**src/rtl/alu_result_stage_if.sv**
```systemverilog
// Bundle of the ALU-result input handshake, the register-file write-back
// handshake and the architectural status outputs of alu_result_stage.
// The master side is the ALU/register-file environment and the slave side is the stage.
interface alu_result_stage_if #(
    parameter int DATA_W = 16,
    parameter int REG_AW = 3
);
    logic              flush;

    logic              in_valid;
    logic              in_ready;
    logic [5:0]        in_opcode;
    logic [REG_AW-1:0] in_dest;
    logic [DATA_W-1:0] in_result;
    logic              in_zero;
    logic              in_neg;
    logic              in_carry;
    logic              in_ovf;

    logic              wb_valid;
    logic              wb_ready;
    logic              wb_we;
    logic [REG_AW-1:0] wb_addr;
    logic [DATA_W-1:0] wb_data;

    logic [3:0]        status_nzcv;
    logic [15:0]       retired_cnt;

    modport master (
        output flush,
        output in_valid, in_opcode, in_dest, in_result,
        output in_zero, in_neg, in_carry, in_ovf,
        input  in_ready,
        input  wb_valid, wb_we, wb_addr, wb_data,
        output wb_ready,
        input  status_nzcv, retired_cnt
    );

    modport slave (
        input  flush,
        input  in_valid, in_opcode, in_dest, in_result,
        input  in_zero, in_neg, in_carry, in_ovf,
        output in_ready,
        output wb_valid, wb_we, wb_addr, wb_data,
        input  wb_ready,
        output status_nzcv, retired_cnt
    );
endinterface

```
**src/rtl/alu_result_stage.sv**
```systemverilog
// Registered stage behind the combinational 16-bit ALU.
// It takes one result per cycle, keeps results in order in a small FIFO and drains them
// to the register-file write port. It also holds the NZCV status register and a counter
// of retired writes.
// NZCV is updated when an entry is accepted, so the flags follow program order.
// A result that waits in the FIFO therefore does not delay the flags.
module alu_result_stage #(
    parameter int DATA_W = 16,
    parameter int REG_AW = 3,
    parameter int DEPTH  = 2
) (
    input logic              clk,
    input logic              rst_n,
    alu_result_stage_if.slave bus
);

    // Opcodes with special flag or write-enable handling
    localparam logic [5:0] OP_MOV = 6'h08;
    localparam logic [5:0] OP_CMP = 6'h09;
    localparam logic [5:0] OP_TST = 6'h0A;

    localparam int PTR_W = (DEPTH > 1) ? $clog2(DEPTH) : 1;
    localparam int CNT_W = PTR_W + 1;

    typedef struct packed {
        logic              we;
        logic [REG_AW-1:0] dest;
        logic [DATA_W-1:0] result;
    } entry_t;

    entry_t            mem [DEPTH];
    entry_t            in_entry;
    entry_t            head_q;
    entry_t            head_nxt;

    logic [PTR_W-1:0]  wr_ptr_q;
    logic [PTR_W-1:0]  wr_ptr_nxt;
    logic [PTR_W-1:0]  rd_ptr_q;
    logic [PTR_W-1:0]  rd_ptr_nxt;
    logic [CNT_W-1:0]  count_q;
    logic [CNT_W-1:0]  count_nxt;
    logic [3:0]        nzcv_q;
    logic [3:0]        nzcv_nxt;
    logic [15:0]       retired_q;

    logic              full;
    logic              empty;
    logic              push;
    logic              accept;
    logic              pop;
    logic              flag_only_op;
    logic              head_from_input;

    // Handshake qualifiers. in_ready is taken only from the registered count,
    // so wb_ready has no combinational path to in_ready.
    assign full   = (count_q == CNT_W'(DEPTH));
    assign empty  = (count_q == '0);
    assign push   = bus.in_valid & ~full;
    assign accept = push & ~bus.flush;
    assign pop    = ~empty & bus.wb_ready;

    // Compare and test set the flags only. They never write a register.
    assign flag_only_op = (bus.in_opcode == OP_CMP) | (bus.in_opcode == OP_TST);

    assign in_entry.we     = ~flag_only_op;
    assign in_entry.dest   = bus.in_dest;
    assign in_entry.result = bus.in_result;

    // The incoming entry becomes the head when everything older leaves this cycle.
    assign head_from_input = accept && ((count_q - CNT_W'(pop)) == '0);

    // Next pointer and occupancy. A flush empties the FIFO, and a push in the
    // same cycle is dropped.
    always_comb begin
        wr_ptr_nxt = wr_ptr_q;
        rd_ptr_nxt = rd_ptr_q;
        count_nxt  = count_q;
        if (bus.flush) begin
            wr_ptr_nxt = '0;
            rd_ptr_nxt = '0;
            count_nxt  = '0;
        end else begin
            if (accept) begin
                wr_ptr_nxt = wr_ptr_q + PTR_W'(1);
            end
            if (pop) begin
                rd_ptr_nxt = rd_ptr_q + PTR_W'(1);
            end
            case ({accept, pop})
                2'b10:   count_nxt = count_q + CNT_W'(1);
                2'b01:   count_nxt = count_q - CNT_W'(1);
                default: count_nxt = count_q;
            endcase
        end
    end

    // Next head-entry register. When the FIFO goes empty, the register keeps its value,
    // so the write-back fields stay stable while wb_valid is low.
    always_comb begin
        head_nxt = head_q;
        if (count_nxt != '0) begin
            if (head_from_input) begin
                head_nxt = in_entry;
            end else begin
                head_nxt = mem[rd_ptr_nxt];
            end
        end
    end

    // Next flags. Only accepted entries change the flags. Compare and test take the
    // flags the ALU computed. A move keeps the flags. All other opcodes recompute N and Z
    // from the result, because the ALU leaves those two flags at zero for them.
    always_comb begin
        nzcv_nxt = nzcv_q;
        if (accept) begin
            if (flag_only_op) begin
                nzcv_nxt = {bus.in_neg, bus.in_zero, bus.in_carry, bus.in_ovf};
            end else if (bus.in_opcode != OP_MOV) begin
                nzcv_nxt = {bus.in_result[DATA_W-1], (bus.in_result == '0),
                            bus.in_carry, bus.in_ovf};
            end
        end
    end

    // FIFO storage. It needs no reset because occupancy is tracked separately.
    always_ff @(posedge clk) begin
        if (accept) begin
            mem[wr_ptr_q] <= in_entry;
        end
    end

    // Control state, head entry, flags and retire counter.
    always_ff @(posedge clk or negedge rst_n) begin
        if (!rst_n) begin
            wr_ptr_q  <= '0;
            rd_ptr_q  <= '0;
            count_q   <= '0;
            head_q    <= '0;
            nzcv_q    <= 4'b0000;
            retired_q <= 16'h0000;
        end else begin
            wr_ptr_q  <= wr_ptr_nxt;
            rd_ptr_q  <= rd_ptr_nxt;
            count_q   <= count_nxt;
            head_q    <= head_nxt;
            nzcv_q    <= nzcv_nxt;
            if (pop) begin
                retired_q <= retired_q + 16'h0001;
            end
        end
    end

    assign bus.in_ready    = ~full;
    assign bus.wb_valid    = ~empty;
    assign bus.wb_we       = head_q.we;
    assign bus.wb_addr     = head_q.dest;
    assign bus.wb_data     = head_q.result;
    assign bus.status_nzcv = nzcv_q;
    assign bus.retired_cnt = retired_q;

endmodule

```
**src/flat_wrapper.sv**
```systemverilog
// flat-port wrapper written by rule: the top's interface ports become plain ports
module alu_result_stage_flat 
#(
    parameter int DATA_W = 16,
    parameter int REG_AW = 3,
    parameter int DEPTH  = 2
)
  (clk, rst_n, bus_flush, bus_in_valid, bus_in_opcode, bus_in_dest, bus_in_result, bus_in_zero, bus_in_neg, bus_in_carry, bus_in_ovf, bus_in_ready, bus_wb_valid, bus_wb_we, bus_wb_addr, bus_wb_data, bus_wb_ready, bus_status_nzcv, bus_retired_cnt);
  alu_result_stage_if #(.DATA_W(DATA_W), .REG_AW(REG_AW)) bus_i ();
  input logic clk;
  input logic rst_n;
  input wire logic [$bits(bus_i.flush)-1:0] bus_flush;
  input wire logic [$bits(bus_i.in_valid)-1:0] bus_in_valid;
  input wire logic [$bits(bus_i.in_opcode)-1:0] bus_in_opcode;
  input wire logic [$bits(bus_i.in_dest)-1:0] bus_in_dest;
  input wire logic [$bits(bus_i.in_result)-1:0] bus_in_result;
  input wire logic [$bits(bus_i.in_zero)-1:0] bus_in_zero;
  input wire logic [$bits(bus_i.in_neg)-1:0] bus_in_neg;
  input wire logic [$bits(bus_i.in_carry)-1:0] bus_in_carry;
  input wire logic [$bits(bus_i.in_ovf)-1:0] bus_in_ovf;
  output wire logic [$bits(bus_i.in_ready)-1:0] bus_in_ready;
  output wire logic [$bits(bus_i.wb_valid)-1:0] bus_wb_valid;
  output wire logic [$bits(bus_i.wb_we)-1:0] bus_wb_we;
  output wire logic [$bits(bus_i.wb_addr)-1:0] bus_wb_addr;
  output wire logic [$bits(bus_i.wb_data)-1:0] bus_wb_data;
  input wire logic [$bits(bus_i.wb_ready)-1:0] bus_wb_ready;
  output wire logic [$bits(bus_i.status_nzcv)-1:0] bus_status_nzcv;
  output wire logic [$bits(bus_i.retired_cnt)-1:0] bus_retired_cnt;
  assign bus_i.flush = bus_flush;
  assign bus_i.in_valid = bus_in_valid;
  assign bus_i.in_opcode = bus_in_opcode;
  assign bus_i.in_dest = bus_in_dest;
  assign bus_i.in_result = bus_in_result;
  assign bus_i.in_zero = bus_in_zero;
  assign bus_i.in_neg = bus_in_neg;
  assign bus_i.in_carry = bus_in_carry;
  assign bus_i.in_ovf = bus_in_ovf;
  assign bus_in_ready = bus_i.in_ready;
  assign bus_wb_valid = bus_i.wb_valid;
  assign bus_wb_we = bus_i.wb_we;
  assign bus_wb_addr = bus_i.wb_addr;
  assign bus_wb_data = bus_i.wb_data;
  assign bus_i.wb_ready = bus_wb_ready;
  assign bus_status_nzcv = bus_i.status_nzcv;
  assign bus_retired_cnt = bus_i.retired_cnt;
  alu_result_stage #(.DATA_W(DATA_W), .REG_AW(REG_AW), .DEPTH(DEPTH)) u_core (.clk(clk), .rst_n(rst_n), .bus(bus_i));
endmodule
```
**config.mk**
```make
export PLATFORM = sky130hd
export DESIGN_NAME = alu_result_stage_flat
export DESIGN_NICKNAME = d
export VERILOG_FILES = /design/src/rtl/alu_result_stage_if.sv /design/src/rtl/alu_result_stage.sv /design/src/flat_wrapper.sv
export SDC_FILE = /design/constraint.sdc
export NUM_CORES = 1
export LEC_CHECK = 0
export BUFFER_PORTS_ARGS = -buffer_cell sky130_fd_sc_hd__buf_2
export CORE_MARGIN = 10
export CORE_UTILIZATION = 40
export DETAILED_ROUTE_END_ITERATION = 10
export GPL_ROUTABILITY_DRIVEN = 0
export SLEW_MARGIN = 20
export SYNTH_ARGS = -nofsm -noshare
export SYNTH_HDL_FRONTEND = slang
export SYNTH_SLANG_ARGS = --single-unit
```
**constraint.sdc**
```tcl
create_clock -name clk -period 3.6 [get_ports clk]
set_input_delay 0.36 -clock clk [delete_from_list [all_inputs] [get_ports clk]]
set_output_delay 0.36 -clock clk [all_outputs]
set_load 0.02 [all_outputs]
```
After elaboration in Yosys (flattened, before gate mapping)
Memory sizes are Yosys's and may differ from the RTL's.
Index checks and enable logic that the tools add are counted.

storage, ports and cells
  flip-flop bits (word level) = 44
  bits in writable memories = 40
  input bits = 34
  output and inout port bits = 42
  logic and storage cells = 48
  memories kept = 1

operators by class
  $add $sub $neg = 6
  eq/ne operators = 6
  multiplexer cells = 11
  bitwise operators = 8
  reduce and logical (&&, ||, !) cells = 8

memory list
  name        words  bits a word  rd ports  clocked after Yosys merged registers in  wr ports  RTL line                source
  u_core.mem  2      20           1         0                                        1         alu_result_stage.sv:31  entry_t mem [DEPTH];

operators with widths
  cell                                                 number
  2-to-1 mux 20 bit                                    1
  adder 16 x 1 -> 16 bit, second input constant        1
  zero test 16 bit                                     1
  equality test 6 x 4 -> 1 bit, second input constant  2
  2-to-1 mux 4 bit                                     2
  2-to-1 mux 1 bit                                     6
  != test 6 x 4 -> 1 bit, second input constant        1
  nonzero test 2 bit                                   3
  equality test 2 bit, second input constant           2
  zero test 2 bit                                      2
  inverter 1 bit                                       4
  one-hot mux 2 bit (2 select lines)                   1
  AND 1 bit                                            3
  adder 1 bit, second input constant                   2
  adder 2 x 1 -> 2 bit, second input constant          1
  equality test 2 x 1 -> 1 bit, second input constant  1
  2-to-1 mux 2 bit                                     1
  AND reduction 2 bit                                  1
  subtractor 2 x 1 -> 2 bit                            1
  subtractor 2 x 1 -> 2 bit, second input constant     1
  logical AND 1 bit                                    1
  bitwise OR 1 bit                                     1

Logic depth before layout (Yosys ltp)
Gate-level depths: netlist of run 1.

  depth after elaboration = 8
  depth in mapped cells = 10
  mapped depth without buffers = 8

Worst setup path after synthesis of run 1
No wires, ideal clock.

  path type = reg2reg
  start point = register u_core.count_q[1]
  end point = register u_core.head_q, in the netlist u_core.bus.wb_addr[0]
  library setup time = 0.092 ns
  arrival = 2.373 ns
  required time = 3.508 ns
  path slack = 1.135 ns
  cell stages (with the launch flop) = 11
  path buffers = 2
  period minus slack after synthesis = 2.465 ns
  cells stage by stage = dfrtp_1 buf_6 or2b_2 nand2_1 or2_2 ha_1 nor4bb_1 or2_1 or2_1 buf_4 o31ai_2

between the ends
  longest elaborated chain between the ends = 8
  elaborated cells between the ends (all ways) = 21
  classes of those cells = add/sub: 3; eq/ne: 3; mux: 5; bitwise: 5; reduce/logical: 4; memory: 1

ends and longest elaborated chain
  element                                                              RTL line                 source
  from (decl)                                                          alu_result_stage.sv:40   logic [CNT_W-1:0] count_q;
  from (signal assigned)                                               alu_result_stage.sv:144  count_q <= count_nxt;
  equality test 2 bit (*)                                              alu_result_stage.sv:56   assign full = (count_q == CNT_W'(DEPTH));
  inverter 1 bit (*)                                                   n/a
  via bus_in_ready                                                     flat_wrapper.sv:21       output wire logic [$bits(bus_i.in_ready)-1:0] bus_in_ready;
  AND 1 bit (*)                                                        alu_result_stage.sv:58   assign push = bus.in_valid & ~full;
  AND 1 bit (*)                                                        alu_result_stage.sv:59   assign accept = push & ~bus.flush;
  equality test 2 x 1 -> 1 bit or equality test 2 bit (tied branches)  alu_result_stage.sv:89   case ({accept, pop})
  one-hot mux 2 bit (2 select lines)                                   alu_result_stage.sv:89
  2-to-1 mux 2 bit                                                     alu_result_stage.sv:78   if (bus.flush) begin
  nonzero test 2 bit                                                   alu_result_stage.sv:101  if (count_nxt != '0) begin
  to (signal assigned)                                                 alu_result_stage.sv:145  head_q <= head_nxt;
  to (decl)                                                            alu_result_stage.sv:33   entry_t head_q;

Mark *: on every way through the listed nets, which the timed path passes. The rest lies on a longest branch.
A chain may end at the register's enable or synchronous reset.

Worst setup path after layout of run 1
  start point = register u_core.count_q[0]
  end point = register u_core.head_q, in the netlist u_core.bus.wb_data[4]

between the ends
  longest elaborated chain between the ends = 8
  elaborated cells between the ends (all ways) = 21
  classes of those cells = add/sub: 3; eq/ne: 3; mux: 5; bitwise: 5; reduce/logical: 4; memory: 1

ends and longest elaborated chain
  element                                                              RTL line
  equality test 2 bit                                                  alu_result_stage.sv:56
  inverter 1 bit                                                       alu_result_stage.sv:58
  AND 1 bit                                                            alu_result_stage.sv:58
  AND 1 bit                                                            alu_result_stage.sv:59
  equality test 2 x 1 -> 1 bit or equality test 2 bit (tied branches)  alu_result_stage.sv:89
  one-hot mux 2 bit (2 select lines)                                   alu_result_stage.sv:89
  2-to-1 mux 2 bit                                                     alu_result_stage.sv:78
  nonzero test 2 bit                                                   alu_result_stage.sv:101

Several ways; a longest one is shown, not always the timed one.

==> results.cfg, run 1 <==
[worst_setup_path]
cpMostUsedCell = or2_2
cp-end-kind = flop
slowest_stage = or2_2
cp-startpoint = u_core.count_q[0]
reg2reg_setup_slack_ns = 0.76
reg2reg_to = u_core.bus.wb_data[4]
worst_path_largest_cell_delay_ns = 0.61
cp-endpoint = u_core.bus.wb_data[4]
crit_required_ns = 3.81
crit-reg2reg-launch = u_core.count_q[0]
crit_chain = or2b_2 > nand2_1 > or2_2 > ha_1 > nand3b_1 > a21oi_1 > or2_2 > o31ai_1
reg2reg_depth = 8
path_max_fanout = 20
critPathKind = flop to flop
critPathLaunchType = flop
cp.arrival_ns = 3.06

[final_layout]
drive_gt1_share_pct = 40.4
area_delta_synth_final_pct = 16.9
fin_cells = 507
finalNetCount = 405
fin_area_sq_um = 4610
nFillCells = 890
n_antenna_cell = 0

[detailed_routing]
drc_errors = 0
drt_pass1_iterations = 6
viasPerCell = 5.18
wirelength_um = 9450
drt-wirelength-per-cell_um = 18.6
final_antenna_net_count = 0
vias = 2625
drt_iter0_markers = 136

[logic_synthesis]
syn-num-nets = 330
yosysWarnings = 0
synth_top_family_by_area = compound AO/OA/AOI/OAI gates
yosys.area.top_type = edfxtp_1
ys_top_cells_by_area = edfxtp_1 (30%), dfrtp_1 (28%), a221oi_2 (7.2%), o31ai_2 (6.0%), xnor2_1 (2.9%)
synth_edf_count = 40
yosysSeqAreaShare_pct = 58.4
synth_xor_area_share_pct = 4.64
synth_cells = 294
synth_cell_types = 45
synth_common_cells = dfrtp_1 (44), edfxtp_1 (40), nor2_1 (29), o21ai_0 (21)
synth_ff_type = dfrtp_1
synth_top_area_share_pct = 30.5
synthAdderAreaFrac_pct = 0.635
synth_area_per_cell_sq_um = 13.4
synth_area_sq_um = 3940
synth_compound_area_share_pct = 17.4
synthMuxAreaShare_pct = 2.54
ys_ff_latch = 84
yosysMostFrequentCell = dfrtp_1
synthSimpleGateAreaFrac_pct = 12.3
async_reset_ff_share_pct = 52.4

[grt]
grt_max_degree = 45
grt_usage_pct = 13.0
grt_pass1_vias = 2703
antenna_found_initial = 0
grt_pass1_wl_um = 14900
gr-total-overflow = 0

[sta]
period_minus_slack_ns = 2.84
rsz0062_at_grt = no
finalWorstSetupSlack_ns = 0.757
slew_headroom_pct = 40.2
hold-worst-slack_ns = 0.00393
final-hold-violation-count = 0
max_clock_freq_ghz = 0.352
slew_viol_final = 0
fin_crit_sh_pct = 79.0
skew_ns = 0.00665
setup_viol = 0
worstMarginPinSlew_ns = 0.891
finalSetupTns_ns = 0

[die]
die_h_um = 119
start_util_pct = 40.7
core-area_sq_um = 9680
placementRows = 36
ios = 76
chipWidth_um = 119
dieArea_sq_um = 14200

[cts]
post_cts.repair.setup_buffers = 0
cts_hold_buffers = 0
clk_latency_ns = 0.35
ctsResizeCount = 0
cts_tree = yes
h-tree-depth = 3
clockBufferDepth = 2
cts_buffers = 9
cts_sinks = 84
root_buffer = clkbuf_8
clk_pin_slew_ns = 0.09

[min_path]
hold_path_class = input port to async pin

[placed_design]
dpl-instance-area_sq_um = 4400
dpl.hpwl_um = 6260
place_inst = 491
port-buffer-count = 75
dp_slack_ns = 0.788

[job]
drv_cap = 0

[power_and_ir_drop]
leakage_nw = 1.88
ir_drop_mv = 0.300
p_per_area_nw_per_um2 = 731

[outcome]
status = finished clean
==> per-stage QoR <==
| stage | power, mW | utilization (%) |
|---|---|---|
| 2_1_floorplan | 2.36 | - |
| 3_3_place_gp | 2.70 | 45.5 |
| 3_5_place_dp | 2.72 | 45.5 |
| 4_1_cts | 3.41 | 47.5 |
| 5_1_grt | 3.56 | 47.6 |
| 6_report | 3.37 | 47.6 |
==> area by class of cell <==
type	instances	area (sq um)	area share [%]
Clock buffer	9	124	2.69
Clock inverter	7	76.3	1.66
Inverter	4	15.0	0.326
Multi-Input combinational cell	186	1480	32.1
Sequential cell	84	2300	50.0
Tap cell	133	166	3.61
Timing Repair Buffer	84	445	9.67
==> cell usage in the layout (no fill, tap or decap), types with 10 or more instances in the layout <==
| cell | count |
|---|---|
| a221oi_2 | 19 |
| buf_4 | 10 |
| edfxtp_1 | 40 |
| nor2b_1 | 11 |
| o31ai_2 | 19 |
| xnor2_1 | 13 |
| dfrtp_1 | 44 |
| o21ai_0 | 21 |
| buf_2 | 74 |
| nor2_1 | 29 |
| and2b_1 | 10 |
==> per-layer routing <==
| layer | GRT usage [%] | vias up | part of all wire [%] |
|---|---|---|---|
| met5 | 0 | - | 0 |
| met4 | 2.52 | 0 | 0.69 |
| met3 | 4.44 | 7 | 5.3 |
| met2 | 21.0 | 65 | 47 |
| met1 | 16.7 | 1317 | 47 |
| li1 | - | 1236 | - |
==> worst min-delay path by stage <==
stage / startpoint / endpoint / slack (ns) / depth (start not counted)
after detailed placement: u_core.bus.retired_cnt[15] / u_core.bus.retired_cnt[15] / 0.46 / 1
after global placement: u_core.bus.retired_cnt[15] / u_core.bus.retired_cnt[15] / 0.46 / 1
after global routing: rst_n / u_core.bus.wb_data[10] / 0.03 / 1
after CTS: bus_in_dest[1] / u_core.mem[1][17] / 0.20 / 1
final: rst_n / u_core.bus.wb_data[10] / 0.004 / 1
after floorplan: rst_n / u_core.bus.retired_cnt[0] / 0.06 / 0
==> registers in the layout (all words and copies together) (netlist names) <==
register / flops
u_core.bus.wb_data: 16
u_core.mem: 40
u_core.bus.retired_cnt: 16
u_core.bus.wb_addr: 3
u_core.count_q: 2
u_core.bus.wb_we: 1
u_core.bus.status_nzcv: 4
u_core.rd_ptr_q: 1
u_core.wr_ptr_q: 1
==> kinds of logic after synthesis <==
family	after synthesis
simple gates	89
flops	84
compound gates	67
buf+inv	24
xor+xnor	20
mux	8
fa+ha+maj	2
==> power by group <==
group          switching (mW)  internal [mW]  total, mW
clock network           0.354          0.325      0.679
registers               0.140           1.21       1.35
logic                   0.846          0.491       1.34
==> critical path, delay by kind of cell, from the launching register on <==
family / cells / cell delay [ns]
compound gates: 2 / 0.39
fa+ha+maj: 1 / 0.35
flops: 1 / 0.55
simple gates: 5 / 1.40
Power figures use the tool's default switching activity.
==> run 2, diff against run 1 <==
--- a/config.mk
+++ b/config.mk
@@ -5,6 +5,7 @@
 export SDC_FILE = /design/constraint.sdc
 export NUM_CORES = 1
 export LEC_CHECK = 0
+export ABC_AREA = 1
 export BUFFER_PORTS_ARGS = -buffer_cell sky130_fd_sc_hd__buf_2
 export CORE_MARGIN = 10
 export CORE_UTILIZATION = 40
==> constraint.sdc (replaced) <==
create_clock -name clk -period 2.76 [get_ports clk]
set_input_delay 0.276 -clock clk [delete_from_list [all_inputs] [get_ports clk]]
set_output_delay 0.276 -clock clk [all_outputs]
set_load 0.02 [all_outputs]
==> run 2 against run 1 <==
Non-clock buffer count down 3. Global-route usage down 0.098 points. Clock skew about the same. Setup slack worse by 0.27 ns. Via count up 8.6%. Routed wire length down 4.3%. Design area down 1.1%. Total power up 21%. Register-to-register slack worse by 0.27 ns.
==> results.cfg, run 2 <==
[detailed_routing]
drc_errors = 0
drt_pass1_iterations = 4
wirelength_um = 9040
vias = 2851
final_antenna_net_count = 0
drt-wirelength-per-cell_um = 15.1
viasPerCell = 4.75
drt_iter0_markers = 192

[logic_synthesis]
synth_cell_types = 34
ys_ff_latch = 84
synth_top_area_share_pct = 31.0
synth_common_cells = nand2_1 (115), nand3_1 (46), dfrtp_1 (44), edfxtp_1 (40), inv_1 (37)
synth_area_sq_um = 3870
synth_ff_type = dfrtp_1
synth_area_per_cell_sq_um = 9.95
syn-num-nets = 425
yosysWarnings = 0
ys_top_cells_by_area = edfxtp_1 (31%), dfrtp_1 (28%), nand2_1 (11%), nand3_1 (5.9%), nand4_1 (4.4%)
yosys.area.top_type = edfxtp_1
synth_cells = 389
yosysMostFrequentCell = nand2_1
async_reset_ff_share_pct = 52.4
yosysSeqAreaShare_pct = 59.5
synth_edf_count = 40

[cts]
cts_hold_buffers = 0
root_buffer = clkbuf_8
ctsResizeCount = 0
h-tree-depth = 3
clk_latency_ns = 0.35
cts_buffers = 9
post_cts.repair.setup_buffers = 0
clk_pin_slew_ns = 0.09
cts_sinks = 84
cts_tree = yes
clockBufferDepth = 2

[final_layout]
top_register = u_core.mem
n_antenna_cell = 0
finalNetCount = 502
final-seq-area_sq_um = 2300
utilization_pct = 48.9
multi_input_area_sq_um = 1320
largest_reg_flops = 40
mostFrequentLayoutCells = nand2_1 (115), buf_2 (74), nand3_1 (46)
mostFrequentLayoutCell = nand2_1
nFillCells = 927
area_delta_synth_final_pct = 17.7
drive_gt1_share_pct = 25.3

[worst_setup_path]
cp-end-kind = flop
cp.arrival_ns = 2.57
crit_chain = inv_2 > nand2_4 > nand2_8 > inv_1 > ha_1 > or2_1 > nand3_1 > nand2_1 > nand3_1 > nand2_1 > inv_1 > nand2_1 > nand2_1
critPathKind = flop to flop
crit_required_ns = 3.06
cpMostUsedCell = nand2_1
critPathLaunchType = flop
slowest_stage = inv_1
worst_path_largest_cell_delay_ns = 0.48
path_max_fanout = 20

[grt]
grt-busiest-layer = met2
gr-total-overflow = 0
antenna_found_initial = 0
grt_util_met1_pct = 16.1
grt_usage_pct = 12.9
met3_usage_pct = 3.71
grt_pass1_vias = 2917
grt_max_degree = 45
grt_util_met2_pct = 21.3
grt_pass1_wl_um = 14800

[power_and_ir_drop]
p_per_area_nw_per_um2 = 897
leakage_nw = 2.29
ir_drop_mv = 0.387

[die]
chipWidth_um = 118
dieArea_sq_um = 14000
placementRows = 35
die_h_um = 118
start_util_pct = 41.5
ios = 76
core-area_sq_um = 9330

[outcome]
status = finished clean

[sta]
period_minus_slack_ns = 2.28
setup_viol = 0
skew_ns = 0.00635
worstMarginPinSlew_ns = 0.641
rsz0062_at_grt = no
fin_crit_sh_pct = 82.5
slew_headroom_pct = 57.2
max_clock_freq_ghz = 0.439
slew_viol_final = 0
finalSetupTns_ns = 0
final-hold-violation-count = 0

[placed_design]
dpl.hpwl_um = 6130
port-buffer-count = 75

[job]
drv_cap = 0

[min_path]
hold_path_class = input port to flop
[run 2: through the flow]
stage | area (sq um) | std cells | worst slack [ns] | hold slack [ns] | total power, mW
floorplan | 3870 | 389 | 0.684 | -0.0196 | 2.83
global placement | 4350 | 583 | 0.572 | 0.450 | 3.25
detailed placement | 4350 | 583 | 0.472 | 0.464 | 3.29
CTS | 4540 | 599 | 0.449 | 0.0971 | 4.16
global route | 4560 | 600 | 0.198 | 0.107 | 4.39
finish | 4560 | 600 | 0.483 | 0.118 | 4.09
[run 2: per-layer routing]
| metal | vias to the layer above | wire, um |
|---|---|---|
| met4 | 0 | 76 |
| met2 | 65 | 4430 |
| li1 | 1438 | - |
| met3 | 7 | 458 |
| met1 | 1341 | 4070 |
| met5 | - | 0 |
[run 2: kinds of logic (layout without fill, tap and decap cells)]
| logic type | after synthesis | in the layout | share of synthesized area, % |
|---|---|---|---|
| buffers and inverters | 56 | 138 | 6.43 |
| XOR/XNOR | 13 | 13 | 2.94 |
| AND/OR/NAND/NOR | 226 | 226 | 29.3 |
| adder cells (fa/ha/maj) | 2 | 2 | 0.646 |
| AO/OA/AOI/OAI | 8 | 8 | 1.16 |
| flip-flops | 84 | 84 | 59.5 |
[run 2: worst max-delay path, delay by kind of cell, from the launching register on]
kind / cells / cell delay [ns]
buffers and inverters: 3 / 0.67
AND/OR/NAND/NOR: 9 / 0.90
adder cells (fa/ha/maj): 1 / 0.21
flip-flops: 1 / 0.42
[run 2: final timing paths]
check / to / cells after the start / slack, ns / start
min in group asynchronous: u_core.bus.status_nzcv[1] / 2 / 0.46 / rst_n
min: u_core.mem[0][12] / 1 / 0.12 / bus_in_result[12]
max: u_core.bus.wb_data[8] / 13 / 0.48 / u_core.count_q[0]
min reg2reg: u_core.bus.wb_addr[0] / 2 / 0.48 / u_core.bus.wb_addr[0]
max reg2reg: u_core.bus.wb_data[8] / 13 / 0.48 / u_core.count_q[0]
max in group asynchronous: u_core.bus.wb_data[6] / 2 / 1.90 / rst_n
[run 2: power by group]
group          switching [mW]  leakage (nW)  total (mW)  internal, mW
registers               0.150         0.920        1.72          1.57
clock network           0.443        0.0943       0.862         0.419
logic                    1.03          1.28        1.50         0.471
[run 2: cell type report]
type | count | area share, %
repair buffers | 81 | 9.34
well taps | 129 | 3.54
clock inverters | 6 | 1.40
inverters | 41 | 3.43
clock buffers | 10 | 2.80
multi-input cells | 249 | 29.0
flip-flops and latches | 84 | 50.5
==> run 3, diff against run 2 <==
==> constraint.sdc (replaced) <==
create_clock -name clk -period 2.15 [get_ports clk]
set_input_delay 0.215 -clock clk [delete_from_list [all_inputs] [get_ports clk]]
set_output_delay 0.215 -clock clk [all_outputs]
set_load 0.02 [all_outputs]
==> run 3 against run 2 <==
First-iteration DRC count rose by 8.9%. Worst hold slack got worse by 0.049 ns. Critical path depth stayed put. Total power is 27% higher. Die area unchanged. Sequential power rose by 28%. Non-clock buffer count increased by 4. Via count is 1.1% higher. Critical endpoint is now u_core.bus.wb_data[14]. Core utilization increased by 0.32 points.
==> results.cfg, run 3 (same netlist as run 2, synthesis figures left out) <==
[final_layout]
fin_cells = 604
largest_reg_flops = 40
top_register = u_core.mem
drive_gt1_share_pct = 26.3
finalNetCount = 506
mostFrequentLayoutCell = nand2_1
n_antenna_cell = 0
utilization_pct = 49.2
area_delta_synth_final_pct = 18.5
mostFrequentLayoutCells = nand2_1 (114), buf_2 (75), nand3_1 (46)

[cts]
cts_buffers = 9
clk_latency_ns = 0.35
cts_tree = yes
post_cts.repair.setup_buffers = 0
h-tree-depth = 3
root_buffer = clkbuf_8
clk_pin_slew_ns = 0.09
cts_sinks = 84
clockBufferDepth = 2

[detailed_routing]
drt_pass1_iterations = 4
drc_errors = 0
drt-wirelength-per-cell_um = 14.9
drt_iter0_markers = 209
vias = 2881
wirelength_um = 9010
viasPerCell = 4.77
final_antenna_net_count = 0

[grt]
grt-busiest-layer = met2
grt_max_degree = 25
grt_util_met2_pct = 22.4
grt_pass1_vias = 3069
grt_pass1_wl_um = 15200
gr-total-overflow = 0
grt_usage_pct = 13.1
met3_usage_pct = 3.33
antenna_found_initial = 0
grt_util_met1_pct = 16.1

[worst_setup_path]
crit_required_ns = 2.39
crit_chain = inv_2 > nand2_4 > nand2_8 > inv_1 > ha_4 > or2_1 > nand3_1 > nand2_1 > nand3_1 > nand2_2 > buf_4 > nand3_1 > nand2_1
critPathLaunchType = flop
cp.arrival_ns = 2.20
cp-end-kind = flop
path_buf_inv = 3
critPathKind = flop to flop
cp-startpoint = u_core.count_q[0]
path_max_fanout = 14
worst_path_largest_cell_delay_ns = 0.42
slowest_stage = dfrtp_1
cpMostUsedCell = nand3_1
crit-reg2reg-launch = u_core.count_q[0]
crit_family = simple AND/OR/NAND/NOR gates

[die]
ios = 76
die_h_um = 118
chipWidth_um = 118
start_util_pct = 41.5
core-area_sq_um = 9330
dieArea_sq_um = 14000
placementRows = 35

[sta]
fin_crit_sh_pct = 91.3
slew_viol_final = 0
finalSetupTns_ns = 0
slew_headroom_pct = 63.4
setup_viol = 0
skew_ns = 0.00948
rsz0062_at_grt = no
final-hold-violation-count = 0
worstMarginPinSlew_ns = 0.547
max_clock_freq_ghz = 0.510
period_minus_slack_ns = 1.96

[power_and_ir_drop]
clkPwrFrac_pct = 18.9
combPwrFrac_pct = 38.7
ir_drop_mv = 0.606
power_mw = 5.21
pwr-share-seq_pct = 42.4
sw_frac_of_total_pct = 40.4
p_per_area_nw_per_um2 = 1140
leakage_nw = 2.30
switching_power_mw = 2.11
p_int_mw = 3.11

[placed_design]
dpl.hpwl_um = 6380
place_inst = 587
port-buffer-count = 75

[min_path]
hold_path_class = input port to flop
min_from = bus_in_result[13]

[job]
drv_cap = 0

[outcome]
status = finished clean
-- run 3: cell types whose count changed in the layout (fill, tap and decap cells not counted), sizes merged --
| cell | delta |
|---|---|
| bufinv | -1 |
| buf | +4 |
| clkinv | +1 |
-- run 3: through the flow --
stage | instance area, sq um | setup slack, ns | hold slack (ns)
after floorplan | 3870 | 0.0737 | -0.0806
after global placement | 4400 | 0.206 | 0.226
after detailed placement | 4400 | 0.146 | 0.229
after CTS | 4570 | 0.141 | 0.0518
after global routing | 4590 | 0.00705 | 0.0502
final | 4590 | 0.188 | 0.0692
-- run 3: path summary, 6_finish.rpt --
check | to | slack (ns) | cells after the start
min reg2reg | u_core.bus.status_nzcv[0] | 0.48 | 2
min | u_core.mem[1][13] | 0.07 | 1
max | u_core.bus.wb_data[14] | 0.19 | 13
max reg2reg | u_core.bus.wb_data[14] | 0.19 | 13
min in group asynchronous | u_core.bus.status_nzcv[1] | 0.38 | 2
max in group asynchronous | u_core.bus.wb_data[9] | 1.26 | 3
-- run 3: repair_timing --
action / 4_1_cts / 5_1_grt
hold buffers: 1 / 0
hold endpoints to repair: 20 / 0
setup endpoints to repair: 0 / 20
resized for setup: 0 / 2
-- run 3: per-layer routing --
layer,wire [um],vias to the layer above
li1,-,1454
met1,3950,1345
met2,4450,74
met3,517,8
met4,85,0
met5,0,-
-- run 3: final cells by class --
cell class | instances | area, sq um
well taps | 129 | 161
clock inverters | 6 | 38.8
fillers | 906 | 4740
clock buffers | 10 | 128
inverters | 41 | 156
repair buffers | 85 | 465
multi-input cells | 249 | 1340
flip-flops and latches | 84 | 2300
-- run 3: power by group through the flow --
stage / logic [mW] / registers, mW / clock network (mW)
detailed placement: 2.04 / 2.24 / 0
floorplan: 1.12 / 2.51 / 0
CTS: 2.05 / 2.21 / 1.03
global route: 2.26 / 2.25 / 1.09
finish: 2.02 / 2.21 / 0.983
global placement: 2.01 / 2.24 / 0
